<file path="src/rtl/cordic_iter_seq.sv">
// Iteration sequencer for the CORDIC PEs: steps shift amount, operand select and
// register enable through a job of 1..MAX_IT micro-rotations, honouring datapath stalls.
module cordic_iter_seq #(
   parameter int unsigned SHIFT_W  = 4,
   parameter int unsigned DEF_ITER = 16
) (
   input  logic               clk,
   input  logic               rst_n,
   input  logic               start_i,
   input  logic               mode_in_i,
   input  logic [SHIFT_W:0]   n_iter_i,
   input  logic               stall_i,
   output logic               ready_o,
   output logic               busy_o,
   output logic               sel_o,
   output logic [SHIFT_W-1:0] shift_bit_o,
   output logic [SHIFT_W-1:0] count_o,
   output logic               iter_en_o,
   output logic               mode_o,
   output logic               done_o
);

   localparam int unsigned    MaxIt    = 2 ** SHIFT_W;
   localparam logic [SHIFT_W:0] MaxItW   = (SHIFT_W + 1)'(MaxIt);
   localparam logic [SHIFT_W:0] DefIterW = (SHIFT_W + 1)'(DEF_ITER);

   typedef enum logic [1:0] {StIdle, StRun, StDone} state_e;

   state_e             state_q, state_d;
   logic [SHIFT_W-1:0] count_q, count_d;
   logic               mode_q, mode_d;
   logic [SHIFT_W:0]   n_lat_q, n_lat_d;
   logic               last_iter;

   // n_lat is at least 1 whenever this is evaluated in StRun
   assign last_iter = ({1'b0, count_q} == (n_lat_q - 1'b1));

   always_comb begin
      state_d   = state_q;
      count_d   = count_q;
      mode_d    = mode_q;
      n_lat_d   = n_lat_q;
      ready_o   = 1'b0;
      busy_o    = 1'b0;
      sel_o     = 1'b0;
      iter_en_o = 1'b0;
      done_o    = 1'b0;
      unique case (state_q)
         StIdle: begin
            ready_o = 1'b1;
            if (start_i) begin
               mode_d  = mode_in_i;
               count_d = '0;
               state_d = StRun;
               if (n_iter_i == '0) begin
                  n_lat_d = DefIterW;
               end else if (n_iter_i > MaxItW) begin
                  n_lat_d = MaxItW;
               end else begin
                  n_lat_d = n_iter_i;
               end
            end
         end
         StRun: begin
            busy_o    = 1'b1;
            sel_o     = (count_q != '0);
            iter_en_o = !stall_i;
            if (!stall_i) begin
               if (last_iter) begin
                  state_d = StDone;
               end else begin
                  count_d = count_q + 1'b1;
               end
            end
         end
         StDone: begin
            done_o  = 1'b1;
            state_d = StIdle;
         end
         default: state_d = StIdle;
      endcase
   end

   always_ff @(posedge clk) begin
      if (!rst_n) begin
         state_q <= StIdle;
         count_q <= '0;
         mode_q  <= 1'b0;
         n_lat_q <= '0;
      end else begin
         state_q <= state_d;
         count_q <= count_d;
         mode_q  <= mode_d;
         n_lat_q <= n_lat_d;
      end
   end

   assign shift_bit_o = count_q;
   assign count_o     = count_q;
   assign mode_o      = mode_q;

endmodule

</file>
<file path="config.mk">
export PLATFORM = sky130hd
export DESIGN_NAME = cordic_iter_seq
export DESIGN_NICKNAME = d
export VERILOG_FILES = /design/src/rtl/cordic_iter_seq.sv
export SDC_FILE = /design/constraint.sdc
export NUM_CORES = 1
export LEC_CHECK = 0
export CAP_MARGIN = 20
export CORE_AREA = 8 8 63 65
export DETAILED_ROUTE_END_ITERATION = 10
export DIE_AREA = 0 0 71 73
export DONT_BUFFER_PORTS = 1
export PLACE_DENSITY_LB_ADDON = 0.1
export SYNTH_ARGS = -nofsm -noshare
export SYNTH_HDL_FRONTEND = slang
export SYNTH_SLANG_ARGS = --single-unit
export TNS_END_PERCENT = 100
</file>
<file path="constraint.sdc">
create_clock -name clk -period 4.25 [get_ports clk]
set_input_delay 0.85 -clock clk [delete_from_list [all_inputs] [get_ports clk]]
set_output_delay 0.85 -clock clk [all_outputs]
set_load 0.05 [all_outputs]
</file>
==> impl_results.md, run 1 <==
- Initial core utilization: 24.15%
- Via density per instance: 4.828
- # fillers: 342
- GRT busiest layer: met2
- GRT met2 Usage: 10.50%
- Post-synthesis area per instance: 8.293 um^2
- Die height: 73 um
- Antenna viol nets, final: 0
- Vias: 589
- Routability cong.: 0.7021
- DR iter-0 viols: 13
- F_max: 0.4041 GHz
- CTS tree: built
- RSZ-0062 raised after global routing: false
- Antenna Cells: 0
- Largest family of logic cells by synthesized area: simple AND/OR/NAND/NOR gates
- Seq/Total Area, Yosys: 33.68%
- CTS max path bufs: 2
- # rows: 20
- Post-CTS Resized: 0
- Met1 Use GR: 8.041%
- Max VDD drop: 104.9 uV
- Cell Area, Placed: 758.2 um^2
- Clk slew on worst S/H paths: 0.08 ns
- CTS root buffer: clkbuf_4
- Nets: 104
- Yosys reg bits: 12
- Worst setup EP type: output port
- Ports: 24
- Post-synth net total: 99
- DRC Markers: 0
- First-pass GRT wire length: 2863 um
- Clock Skew: 0.006435 ns
- WS Path Type: flip-flop to output port
- Crit path max fanout: 8
- WP data required: 3.40 ns
- Final setup viols: 0
- Setup TNS: 0 ns
- Post-synthesis compound-gate area fraction: 17.89%
- Area of the mapped netlist: 713.2 um^2
- Count of pins over their slew limit: 0
- Antenna violations before repair: 0
- Clock sink total: 12
- Startpoint Class: flip-flop
- Dpl hpwl: 1356 um
- Mux cell area share after synthesis: 1.579%
- Yosys synthesis warning count: 0
- Xor/xnor share of the synthesized area: 6.140%
- Reg2Reg Setup Slack: 2.01 ns
- Fin crit period: 2.475 ns
- Lkg Pwr: 0.0003040 uW
- Fin crit share: 58.23%
- Largest cells by area after synthesis: dfxtp_1 34%, a21oi_1 7.0%, ha_1 5.3%
- Worst slew pin tran: 1.045 ns
- Hold WC Path Type: flip-flop to flip-flop
- Final instance area: 780.7 um^2
- Later-pin clock latency in the skew report: 0.27 ns
- Post-Synth Simple-Gate Area: 27.02%
- Die X: 71 um
- Status: finished, final reports clean
- Die area: 5183 um^2
- Max Cap Viol: 0
- Input/output buffers: 0
- WL/cell: 13.93 um
- DRT Pass-1 Iters: 4
- Synth Area in Adders: 5.263%
- Dominant cell type by area after synthesis: dfxtp_1
- Share of layout cells above drive strength 1: 15.73%
- Count of cell types in the netlist: 28
- Core ar.: 2953 um^2
- GRT Util Overall: 7.021%
- Pwr Density: 299.1 nW/um^2
- Hold buffers post-CTS: 0
- Met3 Use GR: 2.747%
- Routed Wire Length: 1700 um
- Htree depth: 1
- Total gr overflow: 0
- Slew headroom: 30.11%
- Final hold vios: 0
- Area Overhead vs Synth: 9.474%
- Crit path DAT: 1.62 ns
- Area share of the largest cell type after synthesis: 33.68%
- Postcts setup bufs: 0
- Largest net degree at the start of global routing: 13
- Total CTS buffers: 3
- Vias in the first global route: 587
- Post-Synthesis Cells: 86
[per-layer routing]
metal	vias to the layer above	part of all wire, %
met2	13	47
met4	0	1.0
li1	311	-
met3	2	6.9
met5	-	0
met1	263	45
[synthesized netlist by cell type]
| cell type | instances |
|---|---|
| nand3_1 | 2 |
| nor3b_1 | 4 |
| dfxtp_1 | 12 |
| nand2_1 | 3 |
| o22ai_1 | 3 |
| nor4_1 | 2 |
| clkinv_1 | 1 |
| buf_4 | 4 |
| nor2b_1 | 2 |
| xnor2_1 | 1 |
| and3_1 | 1 |
| and3_4 | 1 |
| a22o_2 | 2 |
| mux2_2 | 1 |
| a31oi_1 | 1 |
| nor2_1 | 10 |
| nand3b_1 | 2 |
| ha_1 | 3 |
| inv_1 | 6 |
| o32ai_1 | 1 |
| clkbuf_1 | 1 |
| a21oi_1 | 10 |
| a31o_2 | 1 |
| o2111ai_2 | 1 |
| xor2_1 | 4 |
| nand2b_1 | 3 |
| nor3_1 | 2 |
| nand4b_1 | 2 |
[metrics by stage]
step                      power (uW)  setup slack, ns  utilization, %  hold slack, ns  std cells
after floorplan                160.3            1.626               -          0.4761         86
after global placement         166.3            1.838           25.68          0.5097        119
after CTS                      238.0            1.761           26.44          0.5247        122
after global routing           248.9            1.685           26.44          0.5798        122
final                          233.5            1.775           26.44          0.5282        122
after detailed placement       166.3            1.839           25.68          0.5189        119
[report_power, final]
group / leakage (uW) / switching (uW) / internal (uW) / total, uW
clock: 0.0000138 / 37.4 / 32.8 / 70.2
sequential: 0.0000978 / 6.08 / 116 / 122
combinational: 0.000192 / 28.5 / 12.5 / 41.0
[worst max-delay path: stages (launching register included)]
cell      delay (ns)
dfxtp_1         0.46
nand2b_1        0.16
nor2_1          0.73
[final cells by class]
| cell class | count | area (um^2) | share of cell area, % |
|---|---|---|---|
| Clock buffer | 3 | 22.52 | 2.885 |
| Inverter | 7 | 26.28 | 3.365 |
| Multi-Input combinational cell | 62 | 412.9 | 52.88 |
| Sequential cell | 12 | 240.2 | 30.77 |
| Tap cell | 33 | 41.29 | 5.288 |
| Timing Repair Buffer | 5 | 37.54 | 4.808 |
[cell families after synthesis]
family,Yosys count
and+or+nand+nor,34
xor gates and xnor gates,5
muxes,1
AOI/OAI and AO/OA,19
DFF,12
adders and majority gates,3
buffers and inverters,12
[cell usage in the layout, fill, tap and decap left out, drive strengths merged]
cell	instances
dfxtp	12
nor2	10
a21oi	10
inv	6
buf	5
nor3b	4
xor2	4
nand2b	3
nand2	3
o22ai	3
ha	3
clkbuf	3
nor2b	2
nand3b	2
nand4b	2
nor3	2
a22o	2
nor4	2
nand3	2
and3	2
clkinv	1
o32ai	1
xnor2	1
o2111ai	1
a31oi	1
a31o	1
mux2	1
[final timing paths]
path | startpoint | end | cells past startpoint
worst min register to register | state_q[1] | state_q[0] | 1
worst max register to register | state_q[0] | count_o[3] | 5
worst max-delay path | state_q[0] | iter_en_o | 2
worst min-delay path | state_q[1] | state_q[0] | 1
[sequential cells by signal, summed over array words and instances, names as in the netlist]
| name | flops |
|---|---|
| count_o | 4 |
| n_lat_q | 5 |
| state_q | 2 |
| mode_o | 1 |
Note: power is estimated with default switching activity, not from simulation.
==> run 2, diff against run 1 <==
Clock period 4.25 ns to 2.3 ns, I/O delays scaled along.
==> impl_results.md, run 2 (synthesis results as in run 1) <==
- Status: finished, final reports clean
- Final hold vios: 0
- Routed Wire Length: 1747 um
- WP data required: 2.46 ns
- RSZ-0062 raised after global routing: false
- Crit path DAT: 2.11 ns
- Buf/Inv on CP: 1
- Utilization after layout: 27.20%
- Ports: 24
- Slowest library cell on the worst path: dfxtp_1
- CTS root buffer: clkbuf_4
- Initial core utilization: 24.15%
- Worst slew pin tran: 0.5084 ns
- Setup TNS: 0 ns
- # rows: 20
- Antenna viol nets, final: 0
- DR iter-0 viols: 16
- Total gr overflow: 0
- Startpoint Class: flip-flop
- Worst setup EP type: flip-flop
- Via density per instance: 4.776
- Clk slew on worst S/H paths: 0.08 ns
- Crit path max fanout: 6
- Dpl ws: 0.3577 ns
- Commonest non-fill, non-tap cell in the layout: dfxtp_1
- Htree depth: 1
- Total CTS buffers: 3
- Cell Area, Placed: 780.7 um^2
- Die X: 71 um
- CTS tree: built
- Area Overhead vs Synth: 12.63%
- Gate power share: 17.9%
- Hold WC Path Type: input pin to flip-flop
- Top delay family on crit path: compound AO/OA/AOI/OAI gates
- Max Cap Viol: 0
- Share of layout cells above drive strength 1: 18.48%
- Slew headroom: 66.06%
- Switching share of power: 30.58%
- Most frequent cells in the layout: 12 x dfxtp_1, 10 x nor2_1, 10 x a21oi_1, 8 x buf_4, 6 x inv_1
- GRT Util Overall: 7.165%
- Clk network pwr share: 29.5%
- Pwr Density: 539.8 nW/um^2
- Lkg Pwr: 0.0003192 uW
- F_max: 0.5128 GHz
- Clock sink total: 12
- Antenna violations before repair: 0
- Nets: 107
- Die height: 73 um
- Core ar.: 2953 um^2
- WS Path Type: flip-flop to flip-flop
- Vias: 597
- Worst stage delay on the critical path: 0.38 ns
- Max reg flops: 5
- Postcts setup bufs: 0
- Routability cong.: 0.6934
- Die area: 5183 um^2
- Final setup viols: 0
- Fin crit period: 1.950 ns
- Largest net degree at the start of global routing: 13
- Input/output buffers: 0
- Max VDD drop: 242.1 uV
- Later-pin clock latency in the skew report: 0.26 ns
- Hold buffers post-CTS: 0
- Count of pins over their slew limit: 0
- DRC Markers: 0
- Reg power frac: 52.5%
- DRT Pass-1 Iters: 4
- Worst Slack Setup Final: 0.3501 ns
- Final instance area: 803.3 um^2
- First-pass GRT wire length: 2911 um
- Fin crit share: 84.78%
- Internal power: 301.0 uW
- CP Cell Sequence: inv_1 > ha_1 > xor2_1 > o32ai_1 > o2111ai_2 > and3_4 > mux2_2
- Clock Skew: 0.003368 ns
- Dpl hpwl: 1387 um
- CTS max path bufs: 2
- Most flop-heavy register: n_lat_q
- Switching power: 132.6 uW
- Antenna Cells: 0
- Vias in the first global route: 588
- Post-CTS Resized: 0
- WL/cell: 13.98 um
-- run 2: cell types whose count changed in the layout (fill, tap and decap cells not counted), sizes merged --
cell,change
buf,+3
-- run 2: layer usage --
metal	wire, um	up-vias	track usage [%]
met1	859	264	8.672
met2	781	13	10.30
met5	0	-	0
met4	15	0	4.157
met3	91	2	3.022
li1	-	318	-
-- run 2: final timing paths --
check / start / endpoint / slack, ns / depth (start not counted)
worst min-delay path: stall_i / state_q[1] / 0.26 / 1
worst max register to register: n_lat_q[0] / count_o[0] / 0.35 / 7
worst max-delay path: n_lat_q[0] / count_o[0] / 0.35 / 7
worst min register to register: n_lat_q[1] / n_lat_q[1] / 0.54 / 2
-- run 2: power groups by stage --
| stage | Clock (uW) | Sequential [uW] | Combinational, uW |
|---|---|---|---|
| floorplan | 0 | 235 | 61.5 |
| detailed placement | 0 | 233 | 78.1 |
| finish | 128 | 228 | 77.8 |
| global placement | 0 | 233 | 78.8 |
| CTS | 131 | 228 | 78.4 |
| global route | 146 | 229 | 86.3 |
-- run 2: worst reg2reg max path, delay by kind of cell, from the launching register on --
kind | cells | cell delay [ns]
AO/OA/AOI/OAI | 2 | 0.49
flip-flops | 1 | 0.38
multiplexers | 1 | 0.25
adder cells (fa/ha/maj) | 1 | 0.24
buffers and inverters | 1 | 0.06
XOR/XNOR | 1 | 0.15
AND/OR/NAND/NOR | 1 | 0.27
-- run 2: area by class of cell --
cell class                      count  area [um^2]
Sequential cell                    12        240.2
Fill cell                         323         2150
Inverter                            7        26.28
Timing Repair Buffer                8        60.06
Tap cell                           33        41.29
Clock buffer                        3        22.52
Multi-Input combinational cell     62        412.9
-- run 2: through the flow --
step | hold WS [ns] | power [uW] | instances
final | 0.2592 | 433.6 | 125
after global routing | 0.2504 | 461.3 | 125
after CTS | 0.2576 | 437.4 | 125
after detailed placement | 0.5232 | 310.9 | 122
after global placement | 0.5197 | 311.4 | 122
after floorplan | 0.4761 | 296.2 | 86
==> run 3, diff against run 2 <==
Clock period 2.3 ns to 1.7 ns, I/O delays scaled along.
==> impl_results.md, run 3 (synthesis results as in run 1) <==
- F_max: 0.5955 GHz
- CTS max path bufs: 2
- Most frequent cells in the layout: 8 x nor2_1, 8 x a21oi_1, 8 x buf_4, 7 x dfxtp_2, 5 x dfxtp_1
- Cell Area, Placed: 849.6 um^2
- Startpoint Class: flip-flop
- Later-pin clock latency in the skew report: 0.28 ns
- Input/output buffers: 0
- Most flop-heavy register: n_lat_q
- Crit path DAT: 1.85 ns
- Max Cap Viol: 0
- Area Overhead vs Synth: 30.35%
- Crit path max fanout: 4
- First-pass GRT wire length: 3167 um
- Via density per instance: 5.008
- Ports: 24
- Pwr Density: 660.0 nW/um^2
- Clk slew on worst S/H paths: 0.07 ns
- Slew headroom: 65.49%
- Max VDD drop: 266.7 uV
- Antenna violations before repair: 0
- Largest net degree at the start of global routing: 13
- Share of layout cells above drive strength 1: 40.63%
- Core ar.: 2953 um^2
- Vias in the first global route: 659
- WL/cell: 14.58 um
- Clock Skew: 0.002603 ns
- Initial core utilization: 24.15%
- # rows: 20
- Final hold vios: 0
- Hold buffers post-CTS: 0
- CTS root buffer: clkbuf_4
- Final setup viols: 0
- CTS tree: built
- WP data required: 1.87 ns
- Antenna Cells: 0
- DRC Markers: 0
- Lkg Pwr: 0.0003593 uW
- Worst setup EP type: flip-flop
- GRT Util Overall: 7.725%
- Count of pins over their slew limit: 0
- Fin crit period: 1.679 ns
- Dpl hpwl: 1443 um
- Fin crit share: 98.79%
- Total gr overflow: 0
- Antenna viol nets, final: 0
- Htree depth: 1
- Total CTS buffers: 3
- # fillers: 330
- Routability cong.: 0.6954
- Postcts setup bufs: 0
- Nets: 111
- Hold WC Path Type: input pin to flip-flop
- Final instance area: 929.6 um^2
- Placed Instances: 126
- Die area: 5183 um^2
- Status: finished, final reports clean
- Setup TNS: 0 ns
- Max reg flops: 5
- Die X: 71 um
- Clock sink total: 12
- RSZ-0062 raised after global routing: true
- Vias: 646
- DR iter-0 viols: 18
- Worst slew pin tran: 0.5170 ns
- Routed Wire Length: 1881 um
- DRT Pass-1 Iters: 4
- Die height: 73 um
- WS Path Type: flip-flop to flip-flop
- Layout Cells excl Fill: 129
==> run 3: worst paths after layout <==
kind	from	to	slack (ns)	cells past startpoint
min reg2reg	state_q[1]	state_q[0]	0.55	1
min	stall_i	state_q[1]	0.13	1
max reg2reg	n_lat_q[1]	count_o[0]	0.02	8
max	n_lat_q[1]	count_o[0]	0.02	8
==> run 3: area by class of cell <==
class                   instances  area [um^2]  share of cell area (%)
repair buffers                 12        117.6                   12.65
flip-flops and latches         12        249.0                   26.78
multi-input cells              62        473.0                   50.87
clock buffers                   3        22.52                   2.423
inverters                       7        26.28                   2.826
well taps                      33        41.29                   4.441
==> run 3: metrics by stage <==
step / util (%) / power (uW) / hold slack (ns) / setup WS (ns)
floorplan: - / 406.1 / 0.4185 / -0.1570
finish: 31.48 / 613.6 / 0.1262 / 0.02063
global route: 31.48 / 645.4 / 0.1214 / -0.06694
detailed placement: 28.77 / 433.1 / 0.4215 / -0.05068
CTS: 29.79 / 609.7 / 0.1244 / -0.01285
global placement: 28.77 / 433.1 / 0.4324 / -0.03570
==> run 3: metal layers <==
layer	up-vias	track usage, %	part of all wire (%)
met2	18	11.64	47
met3	2	2.060	4.8
met1	295	9.494	48
li1	331	-	-
met5	-	0	0
met4	0	4.850	1.0
==> run 3: critical path, stage by stage (launching register included) <==
cell and delay [ns]:
dfxtp_2 0.33, inv_2 0.04, ha_4 0.15, buf_6 0.11, nand3b_1 0.16, a21oi_2 0.15
o2111ai_2 0.16, and3_4 0.21, mux2_4 0.26
==> run 3: where the power goes <==
| part | switching, uW | total, uW | internal (uW) |
|---|---|---|---|
| registers | 19.0 | 311 | 292 |
| logic | 75.6 | 123 | 47.3 |
| clock network | 97.9 | 180 | 82.3 |
| total | 192 | 614 | 421 |
==> run 3: repair_timing <==
item	in CTS	in global routing
endpoints found under the setup margin	4	9
resized for setup	2	12
pin swaps	1	1
